==> src/rtl/uart_tx_arbiter.sv <==
// Round-robin arbiter sharing one 8N1 UART transmit pin between NREQ byte
// sources, with pin_cts flow control sampled only between frames.
module uart_tx_arbiter #(
    parameter int unsigned NREQ         = 2,
    parameter int unsigned CLKS_PER_BIT = 260,
    localparam int unsigned GW          = (NREQ > 1) ? $clog2(NREQ) : 1
) (
    input  logic              clk,
    input  logic              rst_n,
    input  logic              pin_cts,
    output logic              pin_tx,
    input  logic [NREQ-1:0]   req_valid,
    input  logic [8*NREQ-1:0] req_data,
    output logic [NREQ-1:0]   req_ready,
    output logic              busy,
    output logic [GW-1:0]     grant_id
);

    localparam int unsigned BW = (CLKS_PER_BIT > 1) ? $clog2(CLKS_PER_BIT) : 1;
    localparam logic [BW-1:0] BAUD_LAST = BW'(CLKS_PER_BIT - 1);

    typedef enum logic [1:0] {IDLE, START, DATA, STOP} state_e;

    state_e          state_q, state_d;
    logic [BW-1:0]   baud_q, baud_d;
    logic [2:0]      bit_q, bit_d;
    logic [7:0]      shift_q, shift_d;
    logic [GW-1:0]   ptr_q, ptr_d;
    logic [GW-1:0]   grant_q, grant_d;
    logic            pin_tx_q, pin_tx_d;
    logic            busy_q, busy_d;
    logic            cts_s1_q, cts_s2_q;

    logic [GW-1:0]   winner;
    logic [GW-1:0]   scan_idx;
    logic [31:0]     scan_sum;
    logic            found;
    logic            accept;
    logic            baud_wrap;

    // Round-robin scan starting just after the last winner
    always_comb begin
        winner   = ptr_q;
        found    = 1'b0;
        scan_sum = '0;
        scan_idx = '0;
        for (int unsigned k = 1; k <= NREQ; k++) begin
            scan_sum = 32'(ptr_q) + 32'(k);
            scan_idx = GW'(scan_sum % NREQ);
            if (!found && req_valid[scan_idx]) begin
                winner = scan_idx;
                found  = 1'b1;
            end
        end
    end

    // Synchronised CTS is only consulted while the line is idle
    assign accept    = (state_q == IDLE) && !cts_s2_q && (|req_valid);
    assign req_ready = accept ? (NREQ'(1) << winner) : '0;
    assign baud_wrap = (baud_q == BAUD_LAST);

    always_comb begin
        state_d  = state_q;
        baud_d   = baud_q;
        bit_d    = bit_q;
        shift_d  = shift_q;
        ptr_d    = ptr_q;
        grant_d  = grant_q;
        pin_tx_d = 1'b1;
        busy_d   = 1'b0;

        if (state_q != IDLE) begin
            baud_d = baud_wrap ? '0 : baud_q + BW'(1);
        end

        case (state_q)
            IDLE: begin
                if (accept) begin
                    state_d = START;
                    baud_d  = '0;
                    shift_d = req_data[32'(winner)*8 +: 8];
                    ptr_d   = winner;
                    grant_d = winner;
                end
            end
            START: begin
                if (baud_wrap) begin
                    state_d = DATA;
                    bit_d   = 3'd0;
                end
            end
            DATA: begin
                if (baud_wrap) begin
                    if (bit_q == 3'd7) begin
                        state_d = STOP;
                        bit_d   = 3'd0;
                    end else begin
                        bit_d = bit_q + 3'd1;
                    end
                end
            end
            STOP: begin
                if (baud_wrap) begin
                    state_d = IDLE;
                end
            end
            default: state_d = IDLE;
        endcase

        // Line level follows the state being entered so pin_tx stays a flop
        busy_d = (state_d != IDLE);
        case (state_d)
            START:   pin_tx_d = 1'b0;
            DATA:    pin_tx_d = shift_d[bit_d];
            default: pin_tx_d = 1'b1;
        endcase
    end

    always_ff @(posedge clk or negedge rst_n) begin
        if (!rst_n) begin
            state_q  <= IDLE;
            baud_q   <= '0;
            bit_q    <= '0;
            shift_q  <= '0;
            ptr_q    <= GW'(NREQ - 1);
            grant_q  <= '0;
            pin_tx_q <= 1'b1;
            busy_q   <= 1'b0;
            cts_s1_q <= 1'b1;
            cts_s2_q <= 1'b1;
        end else begin
            state_q  <= state_d;
            baud_q   <= baud_d;
            bit_q    <= bit_d;
            shift_q  <= shift_d;
            ptr_q    <= ptr_d;
            grant_q  <= grant_d;
            pin_tx_q <= pin_tx_d;
            busy_q   <= busy_d;
            cts_s1_q <= pin_cts;
            cts_s2_q <= cts_s1_q;
        end
    end

    assign pin_tx   = pin_tx_q;
    assign busy     = busy_q;
    assign grant_id = grant_q;

endmodule

==> config.mk <==
export PLATFORM = sky130hd
export DESIGN_NAME = uart_tx_arbiter
export DESIGN_NICKNAME = d
export VERILOG_FILES = /design/src/rtl/uart_tx_arbiter.sv
export SDC_FILE = /design/constraint.sdc
export NUM_CORES = 1
export LEC_CHECK = 0
export BUFFER_PORTS_ARGS = -buffer_cell sky130_fd_sc_hd__buf_2
export CAP_MARGIN = 0
export CORE_MARGIN = 8
export CORE_UTILIZATION = 35
export CTS_BUF_LIST = sky130_fd_sc_hd__clkbuf_4 sky130_fd_sc_hd__clkbuf_8 sky130_fd_sc_hd__clkbuf_16
export CTS_CLUSTER_SIZE = 40
export DETAILED_ROUTE_END_ITERATION = 8
export PLACE_DENSITY_LB_ADDON = 0.05
export SYNTH_ARGS = -nofsm -noshare
export SYNTH_HDL_FRONTEND = slang
export SYNTH_SLANG_ARGS = --single-unit
export TNS_END_PERCENT = 20
==> constraint.sdc <==
create_clock -name clk -period 2.8 [get_ports clk]
set_clock_uncertainty 0.1 [all_clocks]
set_input_delay 0.28 -clock clk [delete_from_list [all_inputs] [get_ports clk]]
set_output_delay 0.28 -clock clk [all_outputs]
set_load 0.05 [all_outputs]
==> results of run 1 <==
critical path, delay by kind of cell, from the launching register on:
kind	cells	cell delay [ns]
simple gates	3	0.68
flops	1	0.41
fa+ha+maj	1	0.34
buf+inv	2	0.45
cell type report:
cell class / count / area [sq um] / area share, %
repair buffers: 28 / 153 / 8.40
flip-flops and latches: 28 / 706 / 38.8
multi-input cells: 121 / 825 / 45.4
inverters: 4 / 15.0 / 0.826
well taps: 52 / 65.1 / 3.58
clock buffers: 4 / 55.1 / 3.03
layer usage:
layer / wire length [um] / up-vias / GRT usage [%]
met2: 1630 / 30 / 16.8
met5: 0 / - / 0
met4: 25 / 0 / 3.51
met1: 1640 / 601 / 12.2
li1: - / 614 / -
met3: 128 / 2 / 2.25
timing repair:
action	CTS	global route
endpoints found under the setup margin	0	0
hold buffers	2	0
endpoints found under the hold margin	25	0
Yosys cell counts, types with 2 or more instances:
library cell	instances
ha_1	8
nand4_1	3
clkbuf_1	3
a31oi_1	7
nand2_1	12
nor2_1	16
o21ai_1	2
nand3_1	8
dfstp_2	4
dfrtp_1	24
o21ai_0	11
a21oi_1	10
nand3b_1	2
nor2b_1	5
nor4b_4	2
inv_1	4
mux2i_1	6
xor2_1	6
buf_6	2
nor3b_1	3
nand2b_1	3
report_power, final:
part / total (uW) / leakage (uW) / switching [uW] / internal [uW]
registers: 407 / 0.000352 / 0.341 / 407
clock network: 251 / 0.0000288 / 125 / 126
logic: 36.9 / 0.000439 / 20.4 / 16.4
total: 695 / 0.000820 / 146 / 549
sequential cells by signal (all words and copies together), names as in the netlist:
signal / count
bit_q: 3
pin_tx: 1
grant_id: 1
shift_q: 8
cts_s2_q: 1
cts_s1_q: 1
state_q: 2
ptr_q: 1
busy: 1
baud_q: 9
worst min-delay path by stage:
stage                            from          to  depth (start not counted)
after floorplan                 rst_n   baud_q[0]                          0
after global placement          rst_n   baud_q[6]                          1
after detailed placement        rst_n   baud_q[6]                          1
after CTS                 req_data[5]  shift_q[5]                          3
after global routing      req_data[2]  shift_q[2]                          3
final                     req_data[5]  shift_q[5]                          3
cell families after synthesis:
| logic type | Yosys count | share of synthesized area, % |
|---|---|---|
| muxes | 7 | 4.72 |
| AOI/OAI and AO/OA | 39 | 15.3 |
| adders and majority gates | 8 | 6.30 |
| DFF | 28 | 44.4 |
| buffers and inverters | 11 | 3.70 |
| and+or+nand+nor | 60 | 21.7 |
| xor gates and xnor gates | 7 | 3.86 |
through the flow:
stage                     area, sq um  setup WS, ns  total power (uW)
after global routing             1820        0.0370               725
after CTS                        1820         0.230               704
final                            1820         0.263               695
after global placement           1740         0.453               449
after floorplan                  1590         0.341               427
after detailed placement         1740         0.410               451
==> impl_results.md, run 1 <==
- Outcome: completed
- Die extent in x: 83.4 um
- Vias after detailed routing: ~1.2k
- RSZ-0062 raised after global routing: false
- Crit start category: flop
- IO Pins: 26
- Max Buffers Root-to-Sink: 2
- Post-synth EDFFs: 0
- Iteration-0 DRC Markers: 47
- Synth area leaders: dfrtp_1 (38%), dfstp_2 (6.6%), ha_1 (6.3%)
- Critical path capture point: req_ready[0]
- Worst slew margin: 57.7%
- Post-synth cell types: 40
- Kind of critical path: reg -> out
- Worst hold path type: in -> reg
- Drt total wl: about 3400 um
- R2r endpoint: pin_tx
- FILL cells: 406
- Async SR Flop Fraction: 100%
- CTS buffer count: 3
- Fin crit period: about 2.5 ns
- Leak: about 0.00082 uW
- Mapped Area: 1590 sq um
- DRC Markers: 0
- Clk_lat worst skew: 0.27 ns
- Dominant cell type by area after synthesis: dfrtp_1
- Die area: 6950 sq um
- TNS Setup: 0 ns
- Crit-path max cell delay: 0.41 ns
- Drt pass-1 iters: 4
- Depth of the worst register-to-register path: 8
- Placed cells: ~230
- Drt wl/cell: 14.4 um
- Antenna Cells: 0
- Max VDD drop: approximately 170 uV
- Root buf cell: clkbuf_8
- Syn Nets: 189
- R2R setup slack: around 0.4 ns
- Global-route wire length before repair: just over 6000 um
- Hold WS: 0.185 ns
- Area delta synth->final: 14.4%
- RePlAce Congestion: 0.793
- Total GRT Usage: 10.0%
- Final Util: 41.8%
- Grt total ovfl: 0
- CTS tree: done
- Synthesis-stage register bit count: 28
- Max-slew violation count: 0
- Fin nets: 215
- Ratio of final minimum period to clock period: 90.6%
- Syn_area_per_cell: 9.93 sq um
- Worst Path Required: about 2.4 ns
- Commonest non-fill, non-tap cell in the layout: buf_2
- Largest net degree at the start of global routing: 29
- Initial core utilization: around 36%
- Post-synthesis sequential area ratio: 44.4%
- Mapped Cells: 160
- Power Density: between 300 and 400 nW/um^2
- Top cell type's share of synthesized area: between 30% and 40%
- WP data arrival: 2.16 ns
- Leading cell types in the layout, fill and taps excluded: buf_2 (25), dfrtp_1 (24), nor2_1 (16)
- Worst-Margin Slew: 0.634 ns
- # Post-CTS Setup Buffers: 0
- Non-filler cells in the finished layout: 237
- Count of final hold-check violations: 0
- Max frequency: approximately 400 MHz
- # clock sinks: 28
- IO buf count: 25
- Maxcap violations: 0
- Vias in the first global route: 1355
- Clock slew at reported path FFs: 0.10 ns
- Worst setup EP type: primary output
- Detailed Place HPWL: 2630 um
- Vias per cell: between 5 and 6
- Worst-path maximum fanout: 8
- H-tree depth: 1
- Core area: roughly 4400 sq um
- Post-cts resize count: 0
- Post-route ant nets: 0
- Rows: 24
- Final setup vio count: 0
- Die height: 83.4 um
- Top_reg_cell synth: dfrtp_1
- Slowest CP cell: dfrtp_1
- Antenna violations before repair: 0
- Synth warnings: 0
- Worst path cell trace: inv_1 > ha_1 > nor2b_1 > nand2_1 > nor2_1 > buf_2
- RR Startpoint: state_q[0]
- Layout cells sized above 1: between 20% and 30%
- Setup crit start: state_q[1]
(Power assumes the default switching activity.)
==> inputs of run 2 (changes only) <==
==> constraint.sdc (replaced) <==
create_clock -name clk -period 3.15 [get_ports clk]
set_clock_uncertainty 0.1 [all_clocks]
set_input_delay 0.315 -clock clk [delete_from_list [all_inputs] [get_ports clk]]
set_output_delay 0.315 -clock clk [all_outputs]
set_load 0.05 [all_outputs]
==> run 2 against run 1 <==
  * Critical path depth is 1 higher
  * Largest cell class unchanged
  * Largest power group unchanged
  * Worst setup slack better by 0.26 ns
  * Global-route usage decreased by 0.071 points
  * Die area is the same
  * Final area shrank 0.55%
  * Core utilization down 0.23 points
  * Count of clock-buffer cells in the layout is the same
  * Register-to-register slack improved by 0.37 ns
==> impl_results.md, run 2 (synthesized netlist as in run 1, its figures left out) <==
- R2r endpoint: pin_tx (unchanged)
- Vias per cell: 5.08 (was 5.26)
- CTS tree: done (unchanged)
- Worst hold path type: in -> reg (unchanged)
- RePlAce Congestion: 0.782 (was 0.793)
- Largest register by flop count: baud_q (unchanged)
- IO Pins: 26 (unchanged)
- Drt pass-1 iters: 4 (unchanged)
- Drt wl/cell: 14.4 um (about the same)
- Hold Path End: cts_s1_q (was shift_q[5])
- Kind of critical path: reg -> out (unchanged)
- RSZ-0062 raised after global routing: false (unchanged)
- Ratio of final minimum period to clock period: 83.4%
- R2R setup slack: 0.77 ns (was 0.40 ns)
- Fin nets: 214 (was 215)
- Detailed Place HPWL: 2580 um (was 2630 um)
- WP data arrival: 2.21 ns (was 2.16 ns)
- Max frequency: 381 MHz
- Cts hold-fix bufs: 1 (was 2)
- Worst slew margin: 57.6% (was 57.7%)
- Clock slew at reported path FFs: 0.10 ns (about the same)
- Post-cts resize count: 0 (unchanged)
- Leak: 0.000816 uW (was 0.000820 uW)
- Antenna violations before repair: 0 (unchanged)
- Max VDD drop: 156 uV (was 174 uV)
- Top flop regs: baud_q: 9 flops, shift_q: 8 flops, bit_q: 3 flops (unchanged)
- Die area: 6950 sq um (unchanged)
- IO buf count: 25 (unchanged)
- Global-route wire length before repair: 5880 um (was 6070 um)
- Finished Cell Area: 1810 sq um (was 1820 sq um)
- Maxcap violations: 0 (unchanged)
- Layout cells sized above 1: 23.9% (was 23.8%)
- TNS Setup: 0 ns (unchanged)
- Hold WS: 0.0312 ns (was 0.185 ns)
- Cell Area, Placed: 1740 sq um (unchanged)
- Setup ws final: 0.524 ns (was 0.263 ns)
- Final setup vio count: 0 (unchanged)
- DRC Markers: 0 (unchanged)
- Count of final hold-check violations: 0 (unchanged)
- Worst hold path depth: 1 (was 3)
- Die height: 83.4 um (unchanged)
- Largest net degree at the start of global routing: 29 (unchanged)
- Post-route ant nets: 0 (unchanged)
- CTS buffer count: 3 (unchanged)
- Core area: 4350 sq um (unchanged)
- Clk_lat worst skew: 0.27 ns (about the same)
- Power Density: 342 nW/um^2 (was 382 nW/um^2)
- Outcome: completed (unchanged)
- Depth of the worst register-to-register path: 9 (was 8)
- Total GRT Usage: 9.95% (was 10.0%)
- Fin crit period: 2.63 ns
- FILL cells: 432 (was 406)
- Storage element area: 706 sq um (unchanged)
- Root buf cell: clkbuf_8 (unchanged)
- H-tree depth: 1 (unchanged)
- Area delta synth->final: 13.8% (was 14.4%)
- Rows: 24 (unchanged)
- # clock sinks: 28 (unchanged)
- Max Buffers Root-to-Sink: 2 (unchanged)
- Vias after detailed routing: 1200 (was 1247)
- Initial core utilization: 36.5% (unchanged)
- Area of the multi-input gates: 825 sq um (unchanged)
- # Post-CTS Setup Buffers: 0 (unchanged)
- Final Util: 41.5% (was 41.8%)
- Worst-Margin Slew: 0.635 ns (was 0.634 ns)
- Max-slew violation count: 0 (unchanged)
- RR Startpoint: state_q[0] (unchanged)
- Largest register FFs: 9 (unchanged)
- Leading cell types in the layout, fill and taps excluded: buf_2 (25), dfrtp_1 (24), nor2_1 (16) (unchanged)
- Vias in the first global route: 1261 (was 1355)
- Drt total wl: 3390 um (was 3420 um)
- Worst-path maximum fanout: 8 (unchanged)
- Worst Path Required: 2.73 ns (was 2.42 ns)
- Antenna Cells: 0 (unchanged)
- Worst setup EP type: primary output (unchanged)
- Iteration-0 DRC Markers: 65 (was 47)
- HP Start: pin_cts (was req_data[5])
- Commonest non-fill, non-tap cell in the layout: buf_2 (unchanged)
- Die extent in x: 83.4 um (unchanged)
- Crit start category: flop (unchanged)
- Grt total ovfl: 0 (unchanged)
- Pre-CTS setup slack: 0.797 ns (was 0.410 ns)
## run 2: changes by cell type in the layout (fill, tap and decap cells not counted)
cell	change
dlygate4sd3_1	-1
## run 2: worst max-delay path: stages (launching register included)
cell and delay (ns):
dfrtp_1 0.42, inv_1 0.13, ha_1 0.35, nor2b_1 0.17, buf_4 0.17, nand2_1 0.17
nor2_1 0.23, buf_2 0.30
## run 2: layout make-up
| type | count | area share (%) |
|---|---|---|
| multi-input cells | 121 | 45.6 |
| flip-flops and latches | 28 | 39.0 |
| repair buffers | 27 | 7.89 |
| well taps | 52 | 3.60 |
| clock buffers | 4 | 3.04 |
| inverters | 4 | 0.830 |
## run 2: worst max path at each step
stage	startpoint	end	slack, ns
2_1_floorplan	state_q[1]	req_ready[1]	0.66
3_3_place_gp	state_q[1]	pin_tx	0.79
3_5_place_dp	state_q[0]	pin_tx	0.80
4_1_cts	state_q[1]	req_ready[0]	0.50
5_1_grt	state_q[1]	req_ready[0]	0.28
6_report	state_q[1]	req_ready[0]	0.52
## run 2: metal layers
layer  GRT usage (%)  vias to the layer above  part of all wire [%]
met2            15.7                       25                    45
met3            2.05                        2                   3.1
li1                -                      614                     -
met1            13.2                      559                    51
met4            3.04                        0                  0.74
met5               0                        -                     0
## run 2: stage by stage
| step | power, uW | instances |
|---|---|---|
| global placement | 399 | 231 |
| CTS | 629 | 236 |
| finish | 619 | 236 |
| detailed placement | 401 | 231 |
| global route | 649 | 236 |
| floorplan | 380 | 160 |
## run 2: report_power, final
part	total [uW]	internal, uW	switching (uW)
Combinational	31.7	13.8	17.9
Sequential	362	362	0.333
Clock	225	112	113
Total	619	487	131
==> inputs of run 3 (changes only) <==
==> constraint.sdc (replaced) <==
create_clock -name clk -period 2.64 [get_ports clk]
set_clock_uncertainty 0.1 [all_clocks]
set_input_delay 0.264 -clock clk [delete_from_list [all_inputs] [get_ports clk]]
set_output_delay 0.264 -clock clk [all_outputs]
set_load 0.05 [all_outputs]
==> run 3 against run 2 <==
  * Worst hold slack better by 0.13 ns
  * Die area did not move
  * Critical path depth down 1
  * Core utilization grew 0.34 points
  * Cell count up 0.42%
  * Critical path type unchanged
==> impl_results.md, run 3 (synthesized netlist as in run 1, its figures left out) <==
- Outcome: completed (unchanged)
- Die height: 83.4 um (unchanged)
- Crit start category: flop (unchanged)
- Rows: 24 (unchanged)
- IO Pins: 26 (unchanged)
- Worst hold path type: in -> reg (unchanged)
- DRC Markers: 0 (unchanged)
- RSZ-0062 raised after global routing: false (unchanged)
- Clock slew at reported path FFs: 0.09 ns (was 0.10 ns)
- Drt total wl: 3380 um (was 3390 um)
- Power Density: 406 nW/um^2 (was 342 nW/um^2)
- Largest net degree at the start of global routing: 29 (unchanged)
- Worst slew margin: 58.4% (was 57.6%)
- WP data arrival: 2.05 ns (was 2.21 ns)
- Worst setup EP type: primary output (unchanged)
- Grt total ovfl: 0 (unchanged)
- Layout cells sized above 1: 24.3% (was 23.9%)
- # Post-CTS Setup Buffers: 0 (unchanged)
- Leak: 0.000818 uW (was 0.000816 uW)
- Leading cell types in the layout, fill and taps excluded: dfrtp_1 (24), buf_2 (24), nor2_1 (16) (was buf_2 (25), dfrtp_1 (24), nor2_1 (16))
- Iteration-0 DRC Markers: 69 (was 65)
- Max-slew violation count: 0 (unchanged)
- Total GRT Usage: 10.2% (was 9.95%)
- Area of the multi-input gates: 827 sq um (was 825 sq um)
- Fin nets: 215 (was 214)
- Antenna violations before repair: 0 (unchanged)
- Vias after detailed routing: 1241 (was 1200)
- RePlAce Congestion: 0.793 (was 0.782)
- Drt wl/cell: 14.3 um (was 14.4 um)
- Detailed Place HPWL: 2610 um (was 2580 um)
- Post-route ant nets: 0 (unchanged)
- Setup crit start: state_q[1] (unchanged)
- TNS Setup: 0 ns (unchanged)
- Vias per cell: 5.24 (was 5.08)
- R2R setup slack: 0.26 ns (was 0.77 ns)
- Pre-CTS setup slack: 0.242 ns (was 0.797 ns)
- Die extent in x: 83.4 um (unchanged)
- Worst-Margin Slew: 0.624 ns (was 0.635 ns)
- # clock sinks: 28 (unchanged)
- Initial core utilization: 36.5% (unchanged)
- Area delta synth->final: 14.7% (was 13.8%)
- Maxcap violations: 0 (unchanged)
- H-tree depth: 1 (unchanged)
- Max frequency: 415 MHz
- Max Buffers Root-to-Sink: 2 (unchanged)
- Global-route wire length before repair: 6120 um (was 5880 um)
- Final setup vio count: 0 (unchanged)
- CTS tree: done (unchanged)
- Depth of the worst register-to-register path: 8 (was 9)
- Clk_lat worst skew: 0.28 ns (was 0.27 ns)
- FILL cells: 413 (was 432)
- Largest register FFs: 9 (unchanged)
- Antenna Cells: 0 (unchanged)
- Worst Path Required: 2.28 ns (was 2.73 ns)
- Drt pass-1 iters: 4 (unchanged)
- Fin crit period: 2.41 ns
- Ratio of final minimum period to clock period: 91.3%
- Worst-path maximum fanout: 8 (unchanged)
- IO buf count: 25 (unchanged)
- Die area: 6950 sq um (unchanged)
- Count of final hold-check violations: 0 (unchanged)
- Kind of critical path: reg -> out (unchanged)
- RR Startpoint: state_q[1] (was state_q[0])
- Max VDD drop: 188 uV (was 156 uV)
- CTS buffer count: 3 (unchanged)
- Storage element area: 706 sq um (unchanged)
- Root buf cell: clkbuf_8 (unchanged)
- Vias in the first global route: 1324 (was 1261)
- Core area: 4350 sq um (unchanged)
- Setup ws final: 0.230 ns (was 0.524 ns)
- Top flop regs: baud_q: 9 flops, shift_q: 8 flops, bit_q: 3 flops (unchanged)
- Critical path capture point: req_ready[0] (unchanged)
- R2r endpoint: pin_tx (unchanged)
- Largest register by flop count: baud_q (unchanged)
[run 3: power by group]
group	switching, uW	internal, uW
clock network	136	134
registers	0.347	431
logic	21.3	17.4
total	158	583
[run 3: routing by layer]
metal / vias to the layer above / track usage, % / part of all wire, % / routed length, um
met5: - / 0 / 0 / 0
met4: 0 / 4.31 / 1.4 / 47
met3: 4 / 2.44 / 3.9 / 131
met2: 28 / 16.9 / 48 / 1620
met1: 595 / 12.2 / 47 / 1580
li1: 614 / - / - / -
[run 3: what timing repair did]
action	4_1_cts	5_1_grt
hold buffers	2	0
endpoints found under the setup margin	0	1
endpoints found under the hold margin	25	0
resized for setup	0	2
[run 3: layout make-up]
class,instances,share of cell area [%]
Sequential cell,28,38.7
Timing Repair Buffer,28,8.51
Inverter,4,0.824
Multi-Input combinational cell,121,45.4
Clock buffer,4,3.02
Tap cell,52,3.57
[run 3: critical path, cell delays in order, from the launching register on]
cell      delay, ns
dfrtp_1        0.42
inv_1          0.15
ha_2           0.29
nor2b_1        0.19
nand2_1        0.20
nor2_1         0.25
clkbuf_4       0.28
[run 3: metrics by stage]
stage,hold slack [ns],util (%),cell area (sq um),total power (uW),instances
2_1_floorplan,-0.132,-,1590,453,160
3_3_place_gp,0.223,40.0,1740,477,231
3_5_place_dp,0.226,40.0,1740,478,231
4_1_cts,0.159,41.8,1820,749,237
5_1_grt,0.179,41.9,1820,773,237
6_report,0.165,41.9,1820,740,237
[run 3: how the worst min path moves through the flow]
stage | start | endpoint | slack (ns) | cells after the start
final | req_data[3] | shift_q[3] | 0.16 | 3
after global routing | req_data[5] | shift_q[5] | 0.18 | 3
after CTS | req_data[5] | shift_q[5] | 0.16 | 3
after detailed placement | rst_n | baud_q[4] | 0.23 | 1
after global placement | rst_n | baud_q[6] | 0.22 | 1
after floorplan | rst_n | baud_q[0] | -0.13 | 0
